## src/rtl/du_program_loader_pkg.sv

```systemverilog
// Purpose: shared widths, execution-mode bytes and FSM encoding for the debug-unit program loader.
// Latency: n/a (constants and types only).
// Backpressure: n/a.
package du_program_loader_pkg;

    localparam int N_BITS_DATA = 8;       // UART byte width
    localparam int NB_DATA     = 32;      // instruction word width
    localparam int ADDRWIDTH   = 8;       // instruction memory word address, kept >= 8 so 255 words never wrap
    localparam int LANES       = NB_DATA / N_BITS_DATA;
    localparam int LANE_CNT_W  = $clog2(LANES);

    localparam logic [N_BITS_DATA-1:0] MODE_STEP = 8'h0F;
    localparam logic [N_BITS_DATA-1:0] MODE_CONT = 8'hF0;

    // Encoding is visible on state_o, so values are fixed rather than left to the tool.
    typedef enum logic [2:0] {
        ST_IDLE      = 3'd0,
        ST_LOAD      = 3'd1,
        ST_WRITE     = 3'd2,
        ST_WAIT_MODE = 3'd3,
        ST_STEP      = 3'd4,
        ST_RUN       = 3'd5,
        ST_DONE      = 3'd6
    } state_e;

endpackage

```

## src/rtl/du_word_assembler.sv

```systemverilog
// Purpose: packs UART bytes little-endian into instruction words (byte 0 -> bits [7:0]).
// Latency: word_vld_o/word_dat_o register one cycle after the last byte strobe.
// Backpressure: none; every byte_vld_i strobe is consumed in the cycle it arrives.
module du_word_assembler
    import du_program_loader_pkg::*;
(
    input  logic                   clock_i,
    input  logic                   reset_i,
    input  logic                   byte_vld_i,
    input  logic [N_BITS_DATA-1:0] byte_dat_i,
    output logic                   last_byte_o,
    output logic                   word_vld_o,
    output logic [NB_DATA-1:0]     word_dat_o
);

    logic [LANE_CNT_W-1:0] byte_cnt_q, byte_cnt_d;
    logic [NB_DATA-1:0]    shift_q, shift_d;
    logic [NB_DATA-1:0]    word_q, word_d;
    logic                  word_vld_q, word_vld_d;

    assign last_byte_o = byte_vld_i && (byte_cnt_q == LANE_CNT_W'(LANES - 1));
    assign word_vld_o  = word_vld_q;
    assign word_dat_o  = word_q;

    // Drop each byte into its lane; on the final lane publish the word and start a clean one.
    always_comb begin
        byte_cnt_d = byte_cnt_q;
        shift_d    = shift_q;
        word_d     = word_q;
        word_vld_d = 1'b0;
        if (byte_vld_i) begin
            shift_d[int'(byte_cnt_q) * N_BITS_DATA +: N_BITS_DATA] = byte_dat_i;
            byte_cnt_d = byte_cnt_q + LANE_CNT_W'(1);
        end
        if (last_byte_o) begin
            word_d     = shift_d;
            word_vld_d = 1'b1;
            shift_d    = '0;
        end
    end

    // Lane counter, partial word and published word; reset drops any partial word.
    always_ff @(posedge clock_i or negedge reset_i) begin
        if (!reset_i) begin
            byte_cnt_q <= '0;
            shift_q    <= '0;
            word_q     <= '0;
            word_vld_q <= 1'b0;
        end else begin
            byte_cnt_q <= byte_cnt_d;
            shift_q    <= shift_d;
            word_q     <= word_d;
            word_vld_q <= word_vld_d;
        end
    end

endmodule

```

## src/rtl/du_program_loader.sv

```systemverilog
// Purpose: loads a host program from UART bytes into instruction memory, then gates pipeline stepping/running.
// Latency: write strobe one cycle after the 4th byte of a word; mode byte acts on the next cycle; halt gates enable combinationally in RUN.
// Backpressure: none; UART byte rate guarantees a strobe is never presented faster than it can be absorbed.
module du_program_loader
    import du_program_loader_pkg::*;
(
    input  logic                   clock_i,
    input  logic                   reset_i,
    input  logic                   rx_valid_i,
    input  logic [N_BITS_DATA-1:0] rx_byte_i,
    input  logic                   halt_i,
    output logic                   inst_we_o,
    output logic [ADDRWIDTH-1:0]   inst_addr_o,
    output logic [NB_DATA-1:0]     inst_data_o,
    output logic                   enable_pipe_o,
    output logic                   ack_debug_o,
    output logic                   load_done_o,
    output logic                   end_o,
    output logic [2:0]             state_o
);

    state_e                 state_q, state_d;
    logic [7:0]             n_inst_q, n_inst_d;
    logic [7:0]             word_cnt_q, word_cnt_d;
    logic [ADDRWIDTH-1:0]   addr_q, addr_d;
    logic                   load_done_q, load_done_d;
    logic                   ack_q, ack_d;
    logic                   en_q, en_d;
    logic                   end_q, end_d;

    logic                   asm_vld;
    logic                   last_byte;
    logic                   word_vld;
    logic [NB_DATA-1:0]     word_dat;
    logic                   last_word;

    // Widened compare so a count of 255 never aliases through an 8-bit wrap.
    assign last_word = ((9'(word_cnt_q) + 9'd1) == 9'(n_inst_q));

    // Bytes belong to the program only while loading; a strobe during WRITE starts the next word,
    // unless that WRITE is the final one, in which case there is no next word to start.
    assign asm_vld = rx_valid_i &&
                     ((state_q == ST_LOAD) || ((state_q == ST_WRITE) && !last_word));

    du_word_assembler u_word_assembler (
        .clock_i     (clock_i),
        .reset_i     (reset_i),
        .byte_vld_i  (asm_vld),
        .byte_dat_i  (rx_byte_i),
        .last_byte_o (last_byte),
        .word_vld_o  (word_vld),
        .word_dat_o  (word_dat)
    );

    // The assembler's word pulse lines up exactly with the WRITE state.
    assign inst_we_o     = word_vld;
    assign inst_data_o   = word_dat;
    assign inst_addr_o   = addr_q;
    assign ack_debug_o   = ack_q;
    assign load_done_o   = load_done_q;
    assign end_o         = end_q;
    assign state_o       = state_q;
    // In RUN the halt must stop the pipeline in the same cycle it is seen, hence the combinational gate.
    assign enable_pipe_o = en_q && !((state_q == ST_RUN) && halt_i);

    // Next-state and next-output decode; outputs are registered alongside the state.
    always_comb begin
        state_d     = state_q;
        n_inst_d    = n_inst_q;
        word_cnt_d  = word_cnt_q;
        addr_d      = addr_q;
        load_done_d = load_done_q;
        ack_d       = ack_q;
        en_d        = en_q;
        end_d       = end_q;
        case (state_q)
            ST_IDLE: begin
                if (rx_valid_i) begin
                    n_inst_d = rx_byte_i;
                    if (rx_byte_i == '0) begin
                        state_d     = ST_WAIT_MODE;
                        load_done_d = 1'b1;
                        ack_d       = 1'b1;
                    end else begin
                        state_d = ST_LOAD;
                    end
                end
            end
            ST_LOAD: begin
                if (last_byte) begin
                    state_d = ST_WRITE;
                    addr_d  = ADDRWIDTH'(word_cnt_q);
                end
            end
            ST_WRITE: begin
                word_cnt_d = word_cnt_q + 8'd1;
                if (last_word) begin
                    state_d     = ST_WAIT_MODE;
                    load_done_d = 1'b1;
                    ack_d       = 1'b1;
                end else begin
                    state_d = ST_LOAD;
                end
            end
            ST_WAIT_MODE: begin
                if (rx_valid_i) begin
                    if (rx_byte_i == MODE_STEP) begin
                        state_d = ST_STEP;
                        ack_d   = 1'b0;
                        en_d    = 1'b1;
                    end else if (rx_byte_i == MODE_CONT) begin
                        state_d = ST_RUN;
                        ack_d   = 1'b0;
                        en_d    = 1'b1;
                    end
                end
            end
            ST_STEP: begin
                en_d = 1'b0;
                if (halt_i) begin
                    state_d = ST_DONE;
                    end_d   = 1'b1;
                end else begin
                    state_d = ST_WAIT_MODE;
                    ack_d   = 1'b1;
                end
            end
            ST_RUN: begin
                if (halt_i) begin
                    state_d = ST_DONE;
                    en_d    = 1'b0;
                    end_d   = 1'b1;
                end
            end
            ST_DONE: begin
                // Terminal until reset; rx bytes and halt are irrelevant here.
            end
            default: begin
                state_d     = ST_IDLE;
                n_inst_d    = '0;
                word_cnt_d  = '0;
                addr_d      = '0;
                load_done_d = 1'b0;
                ack_d       = 1'b0;
                en_d        = 1'b0;
                end_d       = 1'b0;
            end
        endcase
    end

    // FSM state, counters and registered outputs; async reset aborts any load in progress.
    always_ff @(posedge clock_i or negedge reset_i) begin
        if (!reset_i) begin
            state_q     <= ST_IDLE;
            n_inst_q    <= '0;
            word_cnt_q  <= '0;
            addr_q      <= '0;
            load_done_q <= 1'b0;
            ack_q       <= 1'b0;
            en_q        <= 1'b0;
            end_q       <= 1'b0;
        end else begin
            state_q     <= state_d;
            n_inst_q    <= n_inst_d;
            word_cnt_q  <= word_cnt_d;
            addr_q      <= addr_d;
            load_done_q <= load_done_d;
            ack_q       <= ack_d;
            en_q        <= en_d;
            end_q       <= end_d;
        end
    end

endmodule

```

## config.mk

```make
export PLATFORM = sky130hd
export DESIGN_NAME = du_program_loader
export DESIGN_NICKNAME = d
export VERILOG_FILES = /design/src/rtl/du_program_loader_pkg.sv /design/src/rtl/du_word_assembler.sv /design/src/rtl/du_program_loader.sv
export SDC_FILE = /design/constraint.sdc
export NUM_CORES = 1
export LEC_CHECK = 0
export CAP_MARGIN = 20
export CORE_MARGIN = 4
export CORE_UTILIZATION = 55
export DETAILED_ROUTE_END_ITERATION = 10
export PLACE_DENSITY = 0.79
export SETUP_SLACK_MARGIN = 0.5
export SYNTH_ARGS = -nofsm -noshare
export SYNTH_HDL_FRONTEND = slang
export SYNTH_SLANG_ARGS = --single-unit
```

## constraint.sdc

```tcl
create_clock -name clock_i -period 3 [get_ports clock_i]
set_clock_uncertainty 0.05 [all_clocks]
set_input_delay 0.45 -clock clock_i [delete_from_list [all_inputs] [get_ports clock_i]]
set_output_delay 0.45 -clock clock_i [all_outputs]
set_load 0.005 [all_outputs]
```

Word level (Yosys, flattened, before mapping)
Index checks and enable logic that the tools add are counted.
Widths: inputs -> output; s select.
{"block": "op_classes", "shifts": 2, "addsub": 4, "n_bitwise": 7, "div": 0, "eq_ne": 19, "magnitude_cmp": 0, "n_mul": 0, "n_mux": 35, "n_reduce_logical": 25}
{"op": "$mux 32", "count": 2}
{"op": "$pmux 8 s2", "count": 3}
{"op": "$neg 5->33", "count": 1}
{"op": "$shift 8x33->32 const A", "count": 1}
{"op": "$shiftx 8x33->32", "count": 1}
{"op": "$bwmux 32", "count": 1}
{"op": "$mux 3", "count": 7}
{"op": "$pmux 3 s7", "count": 1}
{"op": "$reduce_or 6->1", "count": 3}
{"op": "$mux 8", "count": 2}
{"op": "$ne 2x2->1 const B", "count": 7}
{"op": "$mux 1", "count": 13}
{"op": "$reduce_or 5->1", "count": 2}
{"op": "$add 8x1->9 const B", "count": 1}
{"op": "$eq 3x3->1 const B", "count": 3}
{"op": "$eq 9x8->1", "count": 1}
{"op": "$add 8x1->8 const B", "count": 1}
{"op": "$eq 8x4->1 const B", "count": 1}
{"op": "$eq 8x8->1 const B", "count": 1}
{"op": "$logic_not 8->1", "count": 1}
{"op": "$reduce_and 4->1", "count": 2}
{"op": "$not 1->1", "count": 7}
{"op": "$reduce_and 7->1", "count": 1}
{"op": "$eq 3x2->1 const B", "count": 2}
{"op": "18 further kinds", "count": 27}
{"block": "word_totals", "latchBits": 0, "elab_cells": 104, "inputBits": 12, "mem_bits_rw": 0, "output_inout_bits": 48, "mem_count": 0, "ff_bits": 98, "mem_bits_ro": 0}

Depth between registers and ports, before layout
{"block": "logic_depth", "word_depth": 9, "mapped_depth": 10, "depth_no_buf": 7}

Hierarchy
A second synthesis with hierarchy kept.
{"block": "unflattened", "hier_cells": 440, "area_unflattened_um2": 4320.4}
{"mod": "du_word_assembler", "area_per_inst_um2": 2351.0, "cells_each": 203, "instances": 1, "seq_area_each_um2": 1476.4}
{"mod": "du_program_loader", "area_per_inst_um2": 1969.4, "cells_each": 237, "instances": 1, "seq_area_each_um2": 775.7}

Worst setup path before layout
Ideal clock, no wire load.
{"block": "synth_timing", "path_kind": "register to register", "startpoint": "register word_cnt_q[0]", "endpoint": "register u_word_assembler.word_q[10], in the netlist u_word_assembler.word_dat_o[10]", "required_time_ps": 2825, "arrival_ps": 2436, "setup_time_ps": 125, "period_less_slack_ps": 2611, "setup_slack_ps": 389, "path_buffers": 2, "path_stages_with_launch": 10, "cell_sequence": "dfrtp_1 ha_1 xnor2_1 o211ai_1 a211o_1 or3_1 buf_2 a31o_4 buf_6 mux2_4"}
{"block": "synth_via", "elab_chain_cells": 7, "word_cells_on_any_way": 8, "classes_between": "1 x add/sub; 1 x eq/ne; 1 x mux; 5 x reduce/logical"}
{"element": "start, declared", "line": "du_program_loader.sv:24", "rtl": "logic [7:0] word_cnt_q, word_cnt_d;"}
{"element": "start signal, assigned", "line": "du_program_loader.sv:165", "rtl": "word_cnt_q <= word_cnt_d;"}
{"element": "$add 8x1->9 *", "line": "du_program_loader.sv:38", "rtl": "assign last_word = ((9'(word_cnt_q) + 9'd1) == 9'(n_inst_q));"}
{"element": "$eq 9x8->1 *", "line": "du_program_loader.sv:38"}
{"element": "$logic_not 1->1 *", "line": "du_program_loader.sv:43", "rtl": "((state_q == ST_LOAD) || ((state_q == ST_WRITE) && !last_word));"}
{"element": "$logic_and 1x1->1 *", "line": "du_program_loader.sv:43"}
{"element": "$logic_or 1x1->1 *", "line": "du_program_loader.sv:43"}
{"element": "$logic_and 1x1->1 *", "line": "du_program_loader.sv:42", "rtl": "assign asm_vld = rx_valid_i &&"}
{"element": "$mux 32 or $logic_and 1x1->1 (tied branches)", "line": "du_word_assembler.sv:31, du_word_assembler.sv:21"}
{"element": "end signal, assigned", "line": "du_word_assembler.sv:52", "rtl": "word_q <= word_d;"}
{"element": "end, declared", "line": "du_word_assembler.sv:18", "rtl": "logic [NB_DATA-1:0] word_q, word_d;"}
Every way passes the cells marked *; elsewhere a longest branch is shown, timed or not.
A chain may end at the register's enable or synchronous reset.

Worst setup path after layout
{"block": "layout_timing", "startpoint": "register word_cnt_q[1]", "endpoint": "register u_word_assembler.word_q[5], in the netlist u_word_assembler.word_dat_o[5]"}
The elaborated chain is that of the path after synthesis.

==> results.sh <==
export IMPL_critical_path_reg2reg_endpoint="u_word_assembler.word_dat_o[5]$_DFFE_PN0P_"
export IMPL_timing_max_cap_violations=0
export IMPL_crit_path_cell_trace="ha_4, xnor2_2, o211ai_1, a211o_1, or3_4, a31o_4, mux2_1"
export IMPL_gp_congestion=0.895
export IMPL_critPathBufInv=0
export IMPL_post_synth_inst_count=528
export IMPL_flip_flop_cell_with_the_highest_count_after_synthesis="dfrtp_1"
export IMPL_tritoncts="built"
export IMPL_core_area_um2=8680
export IMPL_filler_cell_count=638
export IMPL_muxShareOfSynthArea_pct=8.62
export IMPL_hold_ws_ns=0.0814
export IMPL_slew_headroom_pct=51.3
export IMPL_synth_seq_area_share_pct=46.3
export IMPL_p_leak_nw=2.57
export IMPL_critical_path_max_stage_delay_ns=0.46
export IMPL_layout_core_utilization_pct=70.8
export IMPL_synth_seq_cells=90
export IMPL_gr_usage_all_layers_pct=26.3
export IMPL_fin_ws_ns=0.424
export IMPL_detailroute_via_count=4385
export IMPL_die_y_um=102
export IMPL_synth_area_per_cell_um2=9.21
export IMPL_r2r_worst_path_cells=7
export IMPL_place_worst_setup_slack_ns=0.160
export IMPL_globalRouteOverflowTotal=0
export IMPL_seqCellArea_um2=2260
export IMPL_final_antenna_net_count=0
export IMPL_synth_compound_gate_area_share_pct=18.9
export IMPL_routed_wl_um=13300
export IMPL_timing_hold_worst_class="in2async"
export IMPL_ys_top_cells_by_area="dfrtp_1 46%, nand2_1 6.3%, o21ai_0 4.9%, nand3_1 3.7%, mux2_1 3.2%"
export IMPL_final_min_period_over_clock_period_pct=85.9
export IMPL_cp_end_kind="flop"
export IMPL_floorplan_io_pins=60
export IMPL_avgViaCountPerCell=6.14
export IMPL_cts_buffers=9
export IMPL_drt_pre_antenna_iters=5
export IMPL_synth_top_area_share_pct=46.3
export IMPL_asyncSetResetFlopFracSynth_pct=100
export IMPL_fp_dieArea_um2=10400
export IMPL_post_synth_top_count_cell="dfrtp_1"
export IMPL_worst_skew_pair_late_latency_ns=0.37
export IMPL_total_power_w=0.00553
export IMPL_grt_antenna_before_repair=0
export IMPL_timing_max_transition_violations_final=0
export IMPL_die_width_um=102
export IMPL_power_density_nw_per_um2=900
export IMPL_run_status="completed"
export IMPL_drc=0
export IMPL_required_ns=3.21
export IMPL_synth_simple_area_share_pct=15.7
export IMPL_num_antenna_cells=0
export IMPL_finalWorstPathRequiredPeriod_ns=2.58
export IMPL_vdd_drop_max_v=0.000615
export IMPL_area_growth_pct=26.3
export IMPL_timing_critical_path_arrival_ns=2.78
export IMPL_multiInputGateArea_um2=2500
export IMPL_worst_slew_pin_slew_ns=0.730
export IMPL_synth_adder_area_share_pct=1.54
export IMPL_port_buffers=59
export IMPL_timing_critical_path_from_type="flop"
export IMPL_root_buffer="clkbuf_8"
export IMPL_setup_violations=0
export IMPL_r2r_setup_slack_ns=0.42
export IMPL_crit_fanout=7
export IMPL_grt_setup_unrepaired="true"
export IMPL_final_layout_size_suffix_gt1_share_pct=17.7
export IMPL_fin_setup_tns_ns=0
export IMPL_dp_hpwl_um=8260
export IMPL_nNetsFinal=620
export IMPL_grt_pass1_vias=4265
export IMPL_num_rows=34
export IMPL_detail_route_wl_per_cell_um=18.6
export IMPL_ctsHtreeMaxLevel=3
export IMPL_hold_viol_final=0
export IMPL_critPathKind="reg2reg"
export IMPL_synth_distinct_cells=54
export IMPL_synth_area_um2=4860
export IMPL_timing_fmax_ghz=0.388
export IMPL_cp_top_family="compound AO/OA/AOI/OAI gates"
export IMPL_timing_critical_path_from="word_cnt_q[1]$_DFFE_PN0N_"
export IMPL_synth_area_leader_cell="dfrtp_1"
export IMPL_main_combinational_cell_family_by_area_after_synthesis="compound AO/OA/AOI/OAI gates"
export IMPL_synth_edf_count=0
export IMPL_grt_pass1_wl_um=21400
export IMPL_critical_path_slowest_cell="or3_4"
export IMPL_clk_pin_slew_worst_paths_ns=0.09
export IMPL_pin_count_of_the_biggest_net_entering_global_routing=57
export IMPL_initial_utilization_pct=56.0
export IMPL_synth_net_count=546
export IMPL_clock_path_buffers=2
export IMPL_ys_warn_count=0
export IMPL_synth_xor_area_share_pct=1.96
export IMPL_netlist_top_cells_count="90 x dfrtp_1, 81 x nand2_1, 48 x o21ai_0"
export IMPL_first_iter_violations=469
export IMPL_rr_startpoint="word_cnt_q[1]$_DFFE_PN0N_"
export IMPL_cts_sinks=90
cell usage in the layout (no fill, tap or decap), drive strengths merged, types with 2 or more instances in the layout:
cell	n
nor3b	2
a21oi	20
xnor2	5
xor2	5
a22o	16
a211o	2
o22ai	10
a22oi	3
nor2b	3
a31oi	21
o211ai	3
nor3	8
ha	6
a311oi	2
nand3	36
inv	38
or2	2
clkdlybuf4s50	58
mux2i	10
nand2	81
buf	39
o21ai	48
o31ai	2
nand4	4
dfrtp	90
or4	2
and3	3
clkbuf	11
mux2	25
nor2	19
o311ai	2
bufinv	2
clkinvlp	2
and2	2
a31o	5
or3	3
sequential cells by signal, summed over array words and instances (netlist names):
name,count
en_q,1
u_word_assembler.byte_cnt_q,2
n_inst_q,8
ack_debug_o,1
end_o,1
load_done_o,1
state_o,3
u_word_assembler.word_dat_o,32
word_cnt_q,8
u_word_assembler.word_vld_o,1
inst_addr_o,8
u_word_assembler.shift_q,24
metal layers:
metal,vias up,GRT usage [%],share of wire [%]
li1,2021,-,-
met1,2125,36.4,43
met2,210,40.3,47
met3,29,5.60,8.1
met4,0,11.1,2.2
met5,-,0,0
repair_timing:
action | CTS | global route
pin swaps | 3 | 6
hold buffers | 0 | 0
buffers inserted | 3 | 6
endpoints found under the setup margin | 57 | 59
gates cloned | 4 | 0
gates resized for setup | 12 | 21
power breakdown:
part	internal [W]	leakage (nW)	switching (W)	total, W
clock	0.000510	0.108	0.000435	0.000945
combinational	0.00132	1.26	0.00142	0.00273
sequential	0.00156	1.21	0.000294	0.00185
worst max path at each step:
stage                                                   to  slack [ns]  cells past startpoint
3_5_place_dp    u_word_assembler.word_dat_o[2]$_DFFE_PN0P_        0.16                      7
3_3_place_gp    u_word_assembler.word_dat_o[1]$_DFFE_PN0P_        0.27                      7
2_1_floorplan   u_word_assembler.word_dat_o[0]$_DFFE_PN0P_        0.46                      9
4_1_cts         u_word_assembler.word_dat_o[0]$_DFFE_PN0P_        0.49                      6
6_report        u_word_assembler.word_dat_o[5]$_DFFE_PN0P_        0.42                      7
5_1_grt        u_word_assembler.word_dat_o[17]$_DFFE_PN0P_        0.39                      7
stage by stage:
| step | cell area [um^2] | instances |
|---|---|---|
| 3_5_place_dp | 5650 | 686 |
| 2_1_floorplan | 4910 | 528 |
| 4_1_cts | 6000 | 708 |
| 3_3_place_gp | 5650 | 686 |
| 5_1_grt | 6140 | 714 |
| 6_report | 6140 | 714 |
kinds of logic (layout without fill, tap and decap cells):
family / Yosys count / count (layout)
fa+ha+maj: 6 / 6
flops: 90 / 90
mux: 35 / 35
simple gates: 169 / 169
buf+inv: 77 / 151
xor+xnor: 10 / 10
compound gates: 141 / 145
area by class of cell:
| cell class | instances | share of cell area [%] |
|---|---|---|
| Multi-Input combinational cell | 365 | 40.6 |
| Sequential cell | 90 | 36.8 |
| Timing Repair Buffer | 97 | 14.3 |
| Clock buffer | 11 | 2.46 |
| Inverter | 39 | 2.38 |
| Tap cell | 108 | 2.20 |
| Clock inverter | 4 | 1.22 |
worst register-to-register path: stages, from the launching register on:
cell	delay, ns
dfrtp_2	0.45
ha_4	0.30
xnor2_2	0.10
o211ai_1	0.14
a211o_1	0.31
or3_4	0.46
a31o_4	0.33
mux2_1	0.32
Power figures use the tool's default switching activity.
